[src/rtl/mdu_pkg.sv]
// Shared definitions for the iterative multiply/divide unit: funct3 opcodes,
// FSM state encoding and small opcode-decoding helpers.
package mdu_pkg;

  localparam logic [2:0] MDU_MUL    = 3'b000;
  localparam logic [2:0] MDU_MULH   = 3'b001;
  localparam logic [2:0] MDU_MULHSU = 3'b010;
  localparam logic [2:0] MDU_MULHU  = 3'b011;
  localparam logic [2:0] MDU_DIV    = 3'b100;
  localparam logic [2:0] MDU_DIVU   = 3'b101;
  localparam logic [2:0] MDU_REM    = 3'b110;
  localparam logic [2:0] MDU_REMU   = 3'b111;

  typedef enum logic [1:0] {
    IDLE = 2'd0,
    CALC = 2'd1,
    FIX  = 2'd2,
    DONE = 2'd3
  } mdu_state_t;

  // Divide-family opcodes (DIV/DIVU/REM/REMU).
  function automatic logic is_div(input logic [2:0] f);
    return f[2];
  endfunction

  // Remainder opcodes (REM/REMU).
  function automatic logic is_rem(input logic [2:0] f);
    return f[2] & f[1];
  endfunction

  // SrcA is a signed operand. MUL is treated as unsigned: its low half is
  // identical either way, so no sign handling is needed for it.
  function automatic logic is_signed_a(input logic [2:0] f);
    return (f == MDU_MULH) || (f == MDU_MULHSU) || (f == MDU_DIV) || (f == MDU_REM);
  endfunction

  // SrcB is a signed operand.
  function automatic logic is_signed_b(input logic [2:0] f);
    return (f == MDU_MULH) || (f == MDU_DIV) || (f == MDU_REM);
  endfunction

endpackage

[src/rtl/mdu_abs_neg.sv]
// Conditional two's-complement negate. Used both to take operand magnitudes
// and to restore result signs after the unsigned iteration.
module mdu_abs_neg #(
  parameter int DATA_W = 32
) (
  input  logic [DATA_W-1:0] value,
  input  logic              neg,
  output logic [DATA_W-1:0] result
);

  // Negate when requested, otherwise pass through.
  always_comb begin
    result = neg ? (DATA_W'(0) - value) : value;
  end

endmodule

[src/rtl/mdu_iterative.sv]
// Iterative RV32M-style multiply/divide unit, radix-2 (one bit per cycle).
// Multiply is shift-add on operand magnitudes; divide is restoring division.
// Build option: define MDU_EARLY_OUT_EN to let divide-by-zero, signed divide
// overflow and any zero operand finish one cycle after accept instead of
// running the full XLEN+2 cycle sequence. Results are identical either way.
module mdu_iterative
  import mdu_pkg::*;
#(
  parameter int XLEN = 32
) (
  input  logic            clk,
  input  logic            rst,
  input  logic            start,
  input  logic [2:0]      funct3,
  input  logic [XLEN-1:0] SrcA,
  input  logic [XLEN-1:0] SrcB,
  output logic            busy,
  output logic            done,
  output logic [XLEN-1:0] MDU_result,
  output logic            zero
);

  localparam int CNT_W = $clog2(XLEN) + 1;
  localparam logic [CNT_W-1:0] LAST_ITER = CNT_W'(XLEN - 1);
  localparam logic [XLEN-1:0]  MIN_NEG   = {1'b1, {(XLEN-1){1'b0}}};

  mdu_state_t state, state_next;
  logic [CNT_W-1:0] cnt;

  // Operation context captured on accept.
  logic [2:0]      op;
  logic            sign_q;     // sign of product / quotient
  logic            sign_r;     // sign of remainder
  logic            force_en;   // special case: result comes from force_val
  logic [XLEN-1:0] force_val;

  // Shared iteration registers.
  // Multiply: {hi, lo} is the running product, lo starts as the multiplier,
  //           opb holds the multiplicand.
  // Divide:   hi is the partial remainder, lo shifts the dividend out and the
  //           quotient in, opb holds the divisor.
  logic [XLEN-1:0] hi, lo, opb;

  logic            accept;
  logic            sgn_a, sgn_b;
  logic [XLEN-1:0] mag_a, mag_b;
  logic            div_zero, div_ovf, early;
  logic [XLEN-1:0] special_val;

  logic [XLEN:0]   mul_sum, div_shift, div_diff;

  logic [2*XLEN-1:0] prod;
  logic [XLEN-1:0]   quo, rem, fix_val;

  // ---------------------------------------------------------------------
  // Accept-time operand conditioning
  // ---------------------------------------------------------------------
  assign accept = start && ((state == IDLE) || (state == DONE));
  assign sgn_a  = is_signed_a(funct3) & SrcA[XLEN-1];
  assign sgn_b  = is_signed_b(funct3) & SrcB[XLEN-1];

  mdu_abs_neg #(.DATA_W(XLEN)) u_mag_a (.value(SrcA), .neg(sgn_a), .result(mag_a));
  mdu_abs_neg #(.DATA_W(XLEN)) u_mag_b (.value(SrcB), .neg(sgn_b), .result(mag_b));

  // Special-case detection and the value each special case must produce.
  always_comb begin
    div_zero    = is_div(funct3) && (SrcB == '0);
    div_ovf     = ((funct3 == MDU_DIV) || (funct3 == MDU_REM)) &&
                  (SrcA == MIN_NEG) && (SrcB == '1);
    special_val = '0;
    if (div_zero) begin
      special_val = is_rem(funct3) ? SrcA : '1;
    end else if (div_ovf) begin
      special_val = is_rem(funct3) ? '0 : SrcA;
    end
`ifdef MDU_EARLY_OUT_EN
    // A zero operand always yields zero (quotient and remainder of 0/x are 0,
    // x/0 is already covered by div_zero above).
    early = div_zero | div_ovf | (SrcA == '0) | (SrcB == '0);
`else
    early = 1'b0;
`endif
  end

  // ---------------------------------------------------------------------
  // FSM: next state and status outputs
  // ---------------------------------------------------------------------
  always_comb begin
    state_next = state;
    busy       = 1'b0;
    done       = 1'b0;
    case (state)
      IDLE: begin
        if (start) state_next = early ? DONE : CALC;
      end
      CALC: begin
        busy = 1'b1;
        if (cnt == LAST_ITER) state_next = FIX;
      end
      FIX: begin
        busy       = 1'b1;
        state_next = DONE;
      end
      DONE: begin
        done = 1'b1;
        if (start) state_next = early ? DONE : CALC;
        else       state_next = IDLE;
      end
      default: state_next = IDLE;
    endcase
  end

  // ---------------------------------------------------------------------
  // Iteration step (one bit per CALC cycle)
  // ---------------------------------------------------------------------
  // Multiply adds the multiplicand when the current multiplier bit is set.
  // Divide shifts the next dividend bit into the remainder and tries a
  // subtraction; a borrow (top bit set) means the quotient bit is 0.
  always_comb begin
    mul_sum   = {1'b0, hi} + {1'b0, opb & {XLEN{lo[0]}}};
    div_shift = {hi, lo[XLEN-1]};
    div_diff  = div_shift - {1'b0, opb};
  end

  // Datapath registers: loaded on accept, stepped while in CALC.
  always_ff @(posedge clk) begin
    if (accept) begin
      op        <= funct3;
      hi        <= '0;
      lo        <= is_div(funct3) ? mag_a : mag_b;
      opb       <= is_div(funct3) ? mag_b : mag_a;
      sign_q    <= sgn_a ^ sgn_b;
      sign_r    <= sgn_a;
      force_en  <= div_zero | div_ovf;
      force_val <= special_val;
    end else if (state == CALC) begin
      if (is_div(op)) begin
        if (!div_diff[XLEN]) begin
          hi <= div_diff[XLEN-1:0];
          lo <= {lo[XLEN-2:0], 1'b1};
        end else begin
          hi <= div_shift[XLEN-1:0];
          lo <= {lo[XLEN-2:0], 1'b0};
        end
      end else begin
        {hi, lo} <= {mul_sum, lo[XLEN-1:1]};
      end
    end
  end

  // ---------------------------------------------------------------------
  // FIX: sign restore and result selection
  // ---------------------------------------------------------------------
  mdu_abs_neg #(.DATA_W(2*XLEN)) u_neg_prod (.value({hi, lo}), .neg(sign_q), .result(prod));
  mdu_abs_neg #(.DATA_W(XLEN))   u_neg_quo  (.value(lo),       .neg(sign_q), .result(quo));
  mdu_abs_neg #(.DATA_W(XLEN))   u_neg_rem  (.value(hi),       .neg(sign_r), .result(rem));

  // Pick the final value for the captured opcode; special cases override.
  always_comb begin
    if (force_en) begin
      fix_val = force_val;
    end else if (is_div(op)) begin
      fix_val = is_rem(op) ? rem : quo;
    end else if (op == MDU_MUL) begin
      fix_val = prod[XLEN-1:0];
    end else begin
      fix_val = prod[2*XLEN-1:XLEN];
    end
  end

  // Control state, iteration counter and the registered result.
  always_ff @(posedge clk) begin
    if (rst) begin
      state      <= IDLE;
      cnt        <= '0;
      MDU_result <= '0;
      zero       <= 1'b1;
    end else begin
      state <= state_next;
      if (accept || (state != CALC)) cnt <= '0;
      else                           cnt <= cnt + CNT_W'(1);
      if (accept && early) begin
        MDU_result <= special_val;
        zero       <= (special_val == '0);
      end else if (state == FIX) begin
        MDU_result <= fix_val;
        zero       <= (fix_val == '0);
      end
    end
  end

endmodule
[config.mk]
export PLATFORM = sky130hd
export DESIGN_NAME = mdu_iterative
export DESIGN_NICKNAME = d
export VERILOG_FILES = /design/src/rtl/mdu_pkg.sv /design/src/rtl/mdu_abs_neg.sv /design/src/rtl/mdu_iterative.sv
export SDC_FILE = /design/constraint.sdc
export NUM_CORES = 1
export LEC_CHECK = 0
export ABC_CLOCK_PERIOD_IN_PS = 3850
export BUFFER_PORTS_ARGS = -buffer_cell sky130_fd_sc_hd__clkbuf_2
export CAP_MARGIN = 20
export CELL_PAD_IN_SITES_DETAIL_PLACEMENT = 0
export CELL_PAD_IN_SITES_GLOBAL_PLACEMENT = 1
export CORE_UTILIZATION = 40
export CTS_CLUSTER_DIAMETER = 150
export DETAILED_ROUTE_END_ITERATION = 10
export PLACE_DENSITY_LB_ADDON = 0.15
export RECOVER_POWER = 50
export SLEW_MARGIN = 20
export SYNTH_ARGS = -nofsm -noshare
export SYNTH_HDL_FRONTEND = slang
export SYNTH_SLANG_ARGS = --single-unit
[constraint.sdc]
create_clock -name clk -period 3.85 [get_ports clk]
set_input_delay 0 -clock clk [delete_from_list [all_inputs] [get_ports clk]]
set_output_delay 0 -clock clk [all_outputs]
set_load 0.01 [all_outputs]
==> results of run 1 <==
[through the flow]
| step | setup slack [ns] | hold slack, ns |
|---|---|---|
| finish | 0.1713 | 0.01912 |
| global route | -0.003327 | 0.02082 |
| CTS | 0.02672 | 0.0006458 |
| detailed placement | -0.07085 | 0.2580 |
| global placement | -0.09285 | 0.2445 |
| floorplan | 0.0009439 | 0.09887 |
[cell type report]
cell class                 instances  area (um2)
fill                            3908       20220
sequential                       175        4524
clock inverter                    14       156.4
multi-input combinational       1566       10750
clock buffer                      17       425.4
inverter                          86       324.1
tap                              518       648.1
timing repair buffer             290        1959
[synthesized netlist by cell type (16+ instances only)]
master,number,area (um2)
edfxtp_1,102,3063
o21a_1,42,315.3
a211oi_1,23,172.7
a21oi_1,147,735.7
o21ai_0,124,620.6
xnor2_1,104,910.9
a22oi_1,17,127.6
inv_1,84,315.3
ha_1,75,938.4
mux2i_1,112,1121
nand2_1,135,506.7
nor4_1,26,162.7
a21o_1,37,277.8
or4_1,17,127.6
nor3_1,67,335.3
or3_1,25,156.4
clkbuf_1,103,386.6
nor2_1,180,675.7
o31ai_1,41,307.8
xor2_1,78,683.2
nand4_1,29,181.4
a31oi_1,24,150.1
nand3_1,33,165.2
buf_1,16,60.06
o41ai_1,19,166.4
dfxtp_1,73,1461
[sequential cells by signal, indices dropped and copies added (netlist names)]
register / count
op: 3
state: 2
lo: 32
force_val: 32
opb: 32
zero: 1
cnt: 6
sign_q: 1
sign_r: 1
force_en: 1
MDU_result: 32
hi: 32
[per-layer routing]
| layer | GRT usage | wire [um] | vias to the layer above |
|---|---|---|---|
| met4 | 0.1680 | 3430 | 0 |
| met3 | 0.05637 | 5132 | 151 |
| met2 | 0.4951 | 29010 | 726 |
| met5 | 0 | 0 | - |
| met1 | 0.4514 | 29340 | 7898 |
| li1 | - | - | 7629 |
[worst min-delay path, cell delays in order]
cell	delay (ns)
clkbuf_2	0.14
xor2_1	0.10
mux2i_1	0.13
[cells in the final DEF (no fill, tap or decap), types with 25 or more instances in the layout]
| master | count |
|---|---|
| a21o_1 | 37 |
| a21oi_1 | 144 |
| buf_4 | 137 |
| clkbuf_1 | 43 |
| clkbuf_2 | 68 |
| dfxtp_1 | 73 |
| dlygate4sd3_1 | 39 |
| edfxtp_1 | 102 |
| ha_1 | 74 |
| inv_1 | 82 |
| mux2i_1 | 112 |
| nand2_1 | 134 |
| nand3_1 | 33 |
| nand4_1 | 29 |
| nor2_1 | 179 |
| nor3_1 | 66 |
| nor4_1 | 25 |
| o21a_1 | 42 |
| o21ai_0 | 124 |
| o31ai_1 | 39 |
| xnor2_1 | 104 |
| xor2_1 | 78 |
[what timing repair did]
| item | in CTS | in global routing |
|---|---|---|
| pin swaps | 0 | 6 |
| endpoints found under the setup margin | 9 | 33 |
| hold buffers | 39 | 0 |
| hold endpoints to repair | 40 | 0 |
| buffers inserted | 0 | 7 |
| gates resized for setup | 2 | 25 |
[worst max-delay path by stage]
stage | startpoint | end | slack, ns | cells after the start
after global placement | lo[31] | hi[6] | -0.09 | 15
after CTS | lo[0] | hi[31] | 0.03 | 16
final | lo[31] | hi[16] | 0.17 | 15
after global routing | lo[0] | zero | -0.003 | 10
after detailed placement | lo[31] | hi[6] | -0.07 | 15
after floorplan | state[0] | lo[26] | 0.0009 | 8
[power by group]
part | internal (mW) | switching (mW) | leakage (nW)
Clock | 0.964 | 0.851 | 0.281
Sequential | 2.88 | 0.799 | 1.59
Combinational | 3.91 | 6.67 | 5.62
Total | 7.76 | 8.32 | 7.49
[kinds of logic (layout without fill, tap and decap cells)]
| group | Yosys count | in the layout |
|---|---|---|
| simple gates | 595 | 595 |
| compound gates | 594 | 594 |
| buf+inv | 212 | 407 |
| xor+xnor | 182 | 182 |
| flops | 175 | 175 |
| mux | 118 | 118 |
| fa+ha+maj | 77 | 77 |
==> results.py, run 1 <==
metrics = {
    "run_status": {
        "outcome": "complete, but fails checks",
        "violations": "capacitance limit, slew limit",
    },
    "floorplan": {
        "rows": 72,
        "start_util": 0.4089,
        "die_x_um": 201.7,
        "ios": 105,
        "coreArea_um2": 39010,
        "die_h_um": 201.7,
        "die-area_um2": 40670,
    },
    "worst_setup_path": {
        "crit_chain": "inv_1, ha_1, inv_1, fa_1, a21oi_2, nand4b_1, nand3_1, a21oi_4, o31ai_2, a311o_2, and3_4, buf_4, o21ai_0, o21ai_0, a221o_1",
        "path_max_fanout": 7,
        "path_class": "reg2reg",
        "crit_family": "compound AO/OA/AOI/OAI gates",
        "arrival_ns": 4.04,
        "critical_path_required_ns": 4.21,
        "r2r-start": "lo[31]",
        "reg2reg_slack_ns": 0.17,
        "regToRegEndpoint": "hi[16]",
        "crit_path_end_kind": "flop",
        "start_kind": "flop",
        "reg2reg_depth": 15,
        "crit_slowest_cell": "a311o_2",
        "cp_slowest_stage_delay_ns": 0.47,
        "critPathBufInv": 3,
    },
    "power_and_ir_drop": {
        "ir_drop_uv": 378.4,
        "total_power_mw": 16.07,
        "power_density_nw_per_um2": 855.7,
        "leakagePower_nw": 7.491,
    },
    "routing": {
        "wl_per_cell_um": 25.10,
        "drc": 0,
        "drt_iter0_drc": 1622,
        "drtAntennaViolNets": 0,
        "viasPerCell": 6.153,
        "dr.pass1.iters": 5,
        "via_count": 16400,
        "drt_wl_total_um": 66910,
    },
    "grt": {
        "grt_pass1_wl_um": 99640,
        "overflow": 0,
        "antenna_found_initial": 0,
        "grt.total_usage": 0.3292,
        "grt_pass1_vias": 15480,
        "grt_max_degree": 54,
    },
    "yosys": {
        "synthAdderAreaFrac": 0.06135,
        "synthSimpleGateAreaFrac": 0.1848,
        "synth_area_um2": 15950,
        "seq_area_frac_synth": 0.2837,
        "synthMuxAreaShare": 0.07453,
        "async_flop_share": 0,
        "synthFlopType": "edfxtp_1",
        "syn_nets": 2100,
        "synth_edf_count": 102,
        "synth_xor_xnor_area_share": 0.09995,
        "postSynthCellCount": 1953,
        "avgSynthCellArea_um2": 8.166,
        "synth_top_family_by_area": "compound AO/OA/AOI/OAI gates",
        "ys_ff_latch": 175,
        "synth_warnings": 0,
        "synth_compound_area_frac": 0.2445,
        "synth.distinct_cells": 91,
    },
    "clock_network": {
        "cts_buffer_depth": 2,
        "htree_levels": 4,
        "clkTransAtPathRegs_ns": 0.07,
        "root_buffer": "clkbuf_16",
        "clock_latency_ns": 0.48,
        "clock-sinks": 175,
        "cts_tree": "yes",
        "cts_buffers": 17,
    },
    "placed_design": {
        "place_hpwl_um": 52260,
        "dp_cells": 2589,
        "post_dp_cell_area_um2": 17710,
        "port_buffers": 104,
        "place_congestion": 1.013,
    },
    "timing": {
        "relSlewSlack": -0.01605,
        "fin_worst_skew_ns": 0.01460,
        "setup_violations": 0,
        "period_needed_ns": 3.679,
        "final_hold_viol_count": 0,
        "worst_pin_slew_ns": 1.516,
        "fmax_mhz": 271.8,
        "fin_crit_sh": 0.9555,
        "drv_slew": 30,
        "final.setup.tns_ns": 0,
    },
    "hold_path": {
        "min_path_cells": 3,
        "min_to": "opb[26]",
        "hold_start": "SrcB[26]",
        "hp-class": "in2reg",
    },
    "finish": {
        "nNetsFinal": 2283,
        "stdcell_area_um2": 18780,
        "diodes": 0,
        "final_cells": 2666,
        "drive_above_1_share": 0.1378,
        "final_util": 0.4815,
        "area_growth_pct": 17.77,
    },
    "flow_run": {
        "cap_violations": 1,
    },
}
(Power assumes the default switching activity.)
==> run 2: changes to the inputs <==
- ABC_CLOCK_PERIOD_IN_PS: 3850 -> unset
- SYNTH_HIERARCHICAL: unset -> 1
==> results.py, run 2 <==
metrics = {
    "placed_design": {
        "place_ws_ns": -0.2919,
        "place_hpwl_um": 52420,
        "place_congestion": 0.9452,
        "post_dp_cell_area_um2": 19880,
        "port_buffers": 104,
    },
    "floorplan": {
        "ios": 105,
        "die_x_um": 212.2,
        "coreArea_um2": 43360,
        "die_h_um": 212.2,
        "die-area_um2": 45010,
        "start_util": 0.4074,
        "rows": 76,
    },
    "routing": {
        "drc": 0,
        "drtAntennaViolNets": 0,
        "viasPerCell": 6.112,
        "drt_iter0_drc": 1889,
        "drt_wl_total_um": 68890,
        "via_count": 17970,
        "wl_per_cell_um": 23.43,
        "dr.pass1.iters": 8,
    },
    "yosys": {
        "yosys-top-cells-area": "edfxtp_1 17%, xnor2_1 11%, dfxtp_1 8.3%",
        "synth_warnings": 6,
        "postSynthCellCount": 2095,
        "synth_edf_count": 102,
        "synth_most_common_cell": "xnor2_1",
        "synth_area_um2": 17670,
        "synth.top_cell.area_share": 0.1734,
        "ys_ff_latch": 175,
        "async_flop_share": 0,
        "synth.distinct_cells": 83,
        "synthFlopType": "edfxtp_1",
        "yosysTopAreaCell": "edfxtp_1",
        "avgSynthCellArea_um2": 8.433,
        "syn_nets": 2243,
        "seq_area_frac_synth": 0.2561,
        "ys_top_cells_by_count": "215 x xnor2_1, 139 x a21oi_1, 137 x a211oi_1",
    },
    "grt": {
        "antenna_found_initial": 1,
        "grt_pass1_wl_um": 102700,
        "use_met3": 0.03397,
        "overflow": 0,
        "grt_max_degree": 135,
        "use_met2": 0.4762,
        "use_met1": 0.4298,
        "gr-max-usage-layer": "met2",
        "grt_pass1_vias": 16610,
        "grt.total_usage": 0.3027,
    },
    "clock_network": {
        "cts_tree": "yes",
        "root_buffer": "clkbuf_16",
        "clock_latency_ns": 0.47,
        "cts_buffers": 17,
        "cts_buffer_depth": 2,
        "clock-sinks": 175,
        "clkTransAtPathRegs_ns": 0.07,
        "htree_levels": 4,
    },
    "worst_setup_path": {
        "r2r-start": "hi[14]",
        "start_kind": "flop",
        "path_max_fanout": 3,
        "crit_slowest_cell": "or4_4",
        "reg2reg_slack_ns": -0.26,
        "crit_chain": "or4_4, or4_4, or4_4, buf_4, o31ai_2, xnor2_1, nor2b_1, a211oi_1, a211oi_1, a21oi_1, nand4_1, or4_4, o41ai_4",
        "cp_slowest_stage_delay_ns": 0.53,
        "critical_path_required_ns": 4.23,
        "path_common_cell": "or4_4",
        "arrival_ns": 4.48,
        "path_class": "reg2reg",
        "crit_path_end_kind": "flop",
        "reg2reg_depth": 13,
        "regToRegEndpoint": "zero",
    },
    "hold_path": {
        "hp-class": "in2reg",
        "hold_start": "SrcA[30]",
        "min_to": "force_val[30]",
        "min_path_cells": 2,
    },
    "finish": {
        "final_common_cell": "xnor2_1",
        "drive_above_1_share": 0.1962,
        "nNetsFinal": 2490,
        "stdcell_area_um2": 21460,
        "area_growth_pct": 21.47,
        "mostFrequentLayoutCells": "215 x xnor2_1, 202 x buf_4, 135 x nand2_1, 132 x a21oi_1, 124 x a211oi_1",
        "diodes": 0,
    },
    "run_status": {
        "outcome": "complete, but fails checks",
        "violations": "capacitance limit, slew limit, setup timing",
    },
    "timing": {
        "drv_slew": 134,
        "fmax_mhz": 243.6,
        "layout_setup_ws_ns": -0.2555,
        "worst_pin_slew_ns": 1.799,
        "relSlewSlack": -0.1996,
        "setup_violations": 2,
        "rsz0062_at_grt": "yes",
        "timing.hold.ws_ns": 0.04811,
        "final_hold_viol_count": 0,
        "fin_crit_sh": 1.066,
        "period_needed_ns": 4.106,
        "fin_worst_skew_ns": 0.01512,
    },
    "power_and_ir_drop": {
        "leakagePower_nw": 8.137,
        "ir_drop_uv": 622.4,
        "power_density_nw_per_um2": 833.1,
    },
    "flow_run": {
        "cap_violations": 1,
    },
}
[run 2: cell types whose count changed in the layout (fill, tap and decap cells not counted), moves of 14 or more]
cell,change
a211oi_1,+102
a22oi_1,-16
and2_1,+33
buf_4,+65
mux2_2,+25
mux2i_1,-41
nor2_1,-70
nor2b_1,+67
nor3_1,-41
o21ai_0,-21
o41ai_1,+25
o41ai_2,+14
xnor2_1,+111
xor2_1,-55
[run 2: worst max path at each step]
stage | from | end | depth (start not counted)
final | hi[14] | zero | 13
after global routing | hi[14] | zero | 13
after CTS | lo[3] | zero | 16
after detailed placement | lo[31] | zero | 13
after global placement | lo[31] | zero | 13
after floorplan | lo[5] | zero | 13
[run 2: final cells by class]
| type | count | area (um2) |
|---|---|---|
| well taps | 585 | 732.0 |
| clock inverters | 15 | 185.2 |
| clock buffers | 17 | 425.4 |
| repair buffers | 358 | 2629 |
| inverters | 73 | 275.3 |
| multi-input cells | 1717 | 12690 |
| flip-flops and latches | 175 | 4526 |
| fillers | 4270 | 21900 |
[run 2: stage by stage]
step / cells / utilization / total power, mW / setup TNS (ns)
5_1_grt: 2940 / 0.4949 / 19.01 / -2.220
4_1_cts: 2929 / 0.4896 / 17.38 / -0.02835
2_1_floorplan: 2095 / - / 11.02 / 0
3_3_place_gp: 2847 / 0.4584 / 15.03 / -0.2219
6_report: 2940 / 0.4949 / 17.88 / -0.2883
3_5_place_dp: 2847 / 0.4584 / 15.08 / -0.3539
[run 2: worst max-delay path: cells and delay by family (launching register included)]
family	cells	cell delay, ns
buffers and inverters	1	0.19
DFF	1	0.32
and+or+nand+nor	6	2.34
xor gates and xnor gates	1	0.11
AOI/OAI and AO/OA	5	1.03
[run 2: per-layer routing]
metal  vias to the layer above  share of wire
li1                       8463              -
met1                      8679           0.45
met2                       742           0.45
met3                        86          0.066
met4                         0          0.030
met5                         -              0
[run 2: repair_timing]
| item | 4_1_cts | 5_1_grt |
|---|---|---|
| hold endpoints to repair | 33 | 0 |
| endpoints found under the setup margin | 10 | 36 |
| gates cloned | 1 | 2 |
| hold buffers | 33 | 0 |
| pin swaps | 24 | 12 |
| resized for setup | 45 | 37 |
| buffers inserted | 17 | 9 |
[run 2: report_power, final]
part	switching, mW	total, mW	leakage, nW	internal [mW]
sequential	0.515	3.45	1.59	2.94
clock	0.896	1.89	0.299	0.989
combinational	7.36	12.5	6.25	5.18
total	8.77	17.9	8.14	9.11
[run 2: logic make-up after synthesis]
| group | count (synthesis) | synth area share |
|---|---|---|
| compound gates | 666 | 0.2644 |
| xor+xnor | 238 | 0.1180 |
| fa+ha+maj | 78 | 0.05609 |
| buf+inv | 203 | 0.04823 |
| flops | 175 | 0.2561 |
| mux | 104 | 0.06126 |
| simple gates | 631 | 0.1960 |
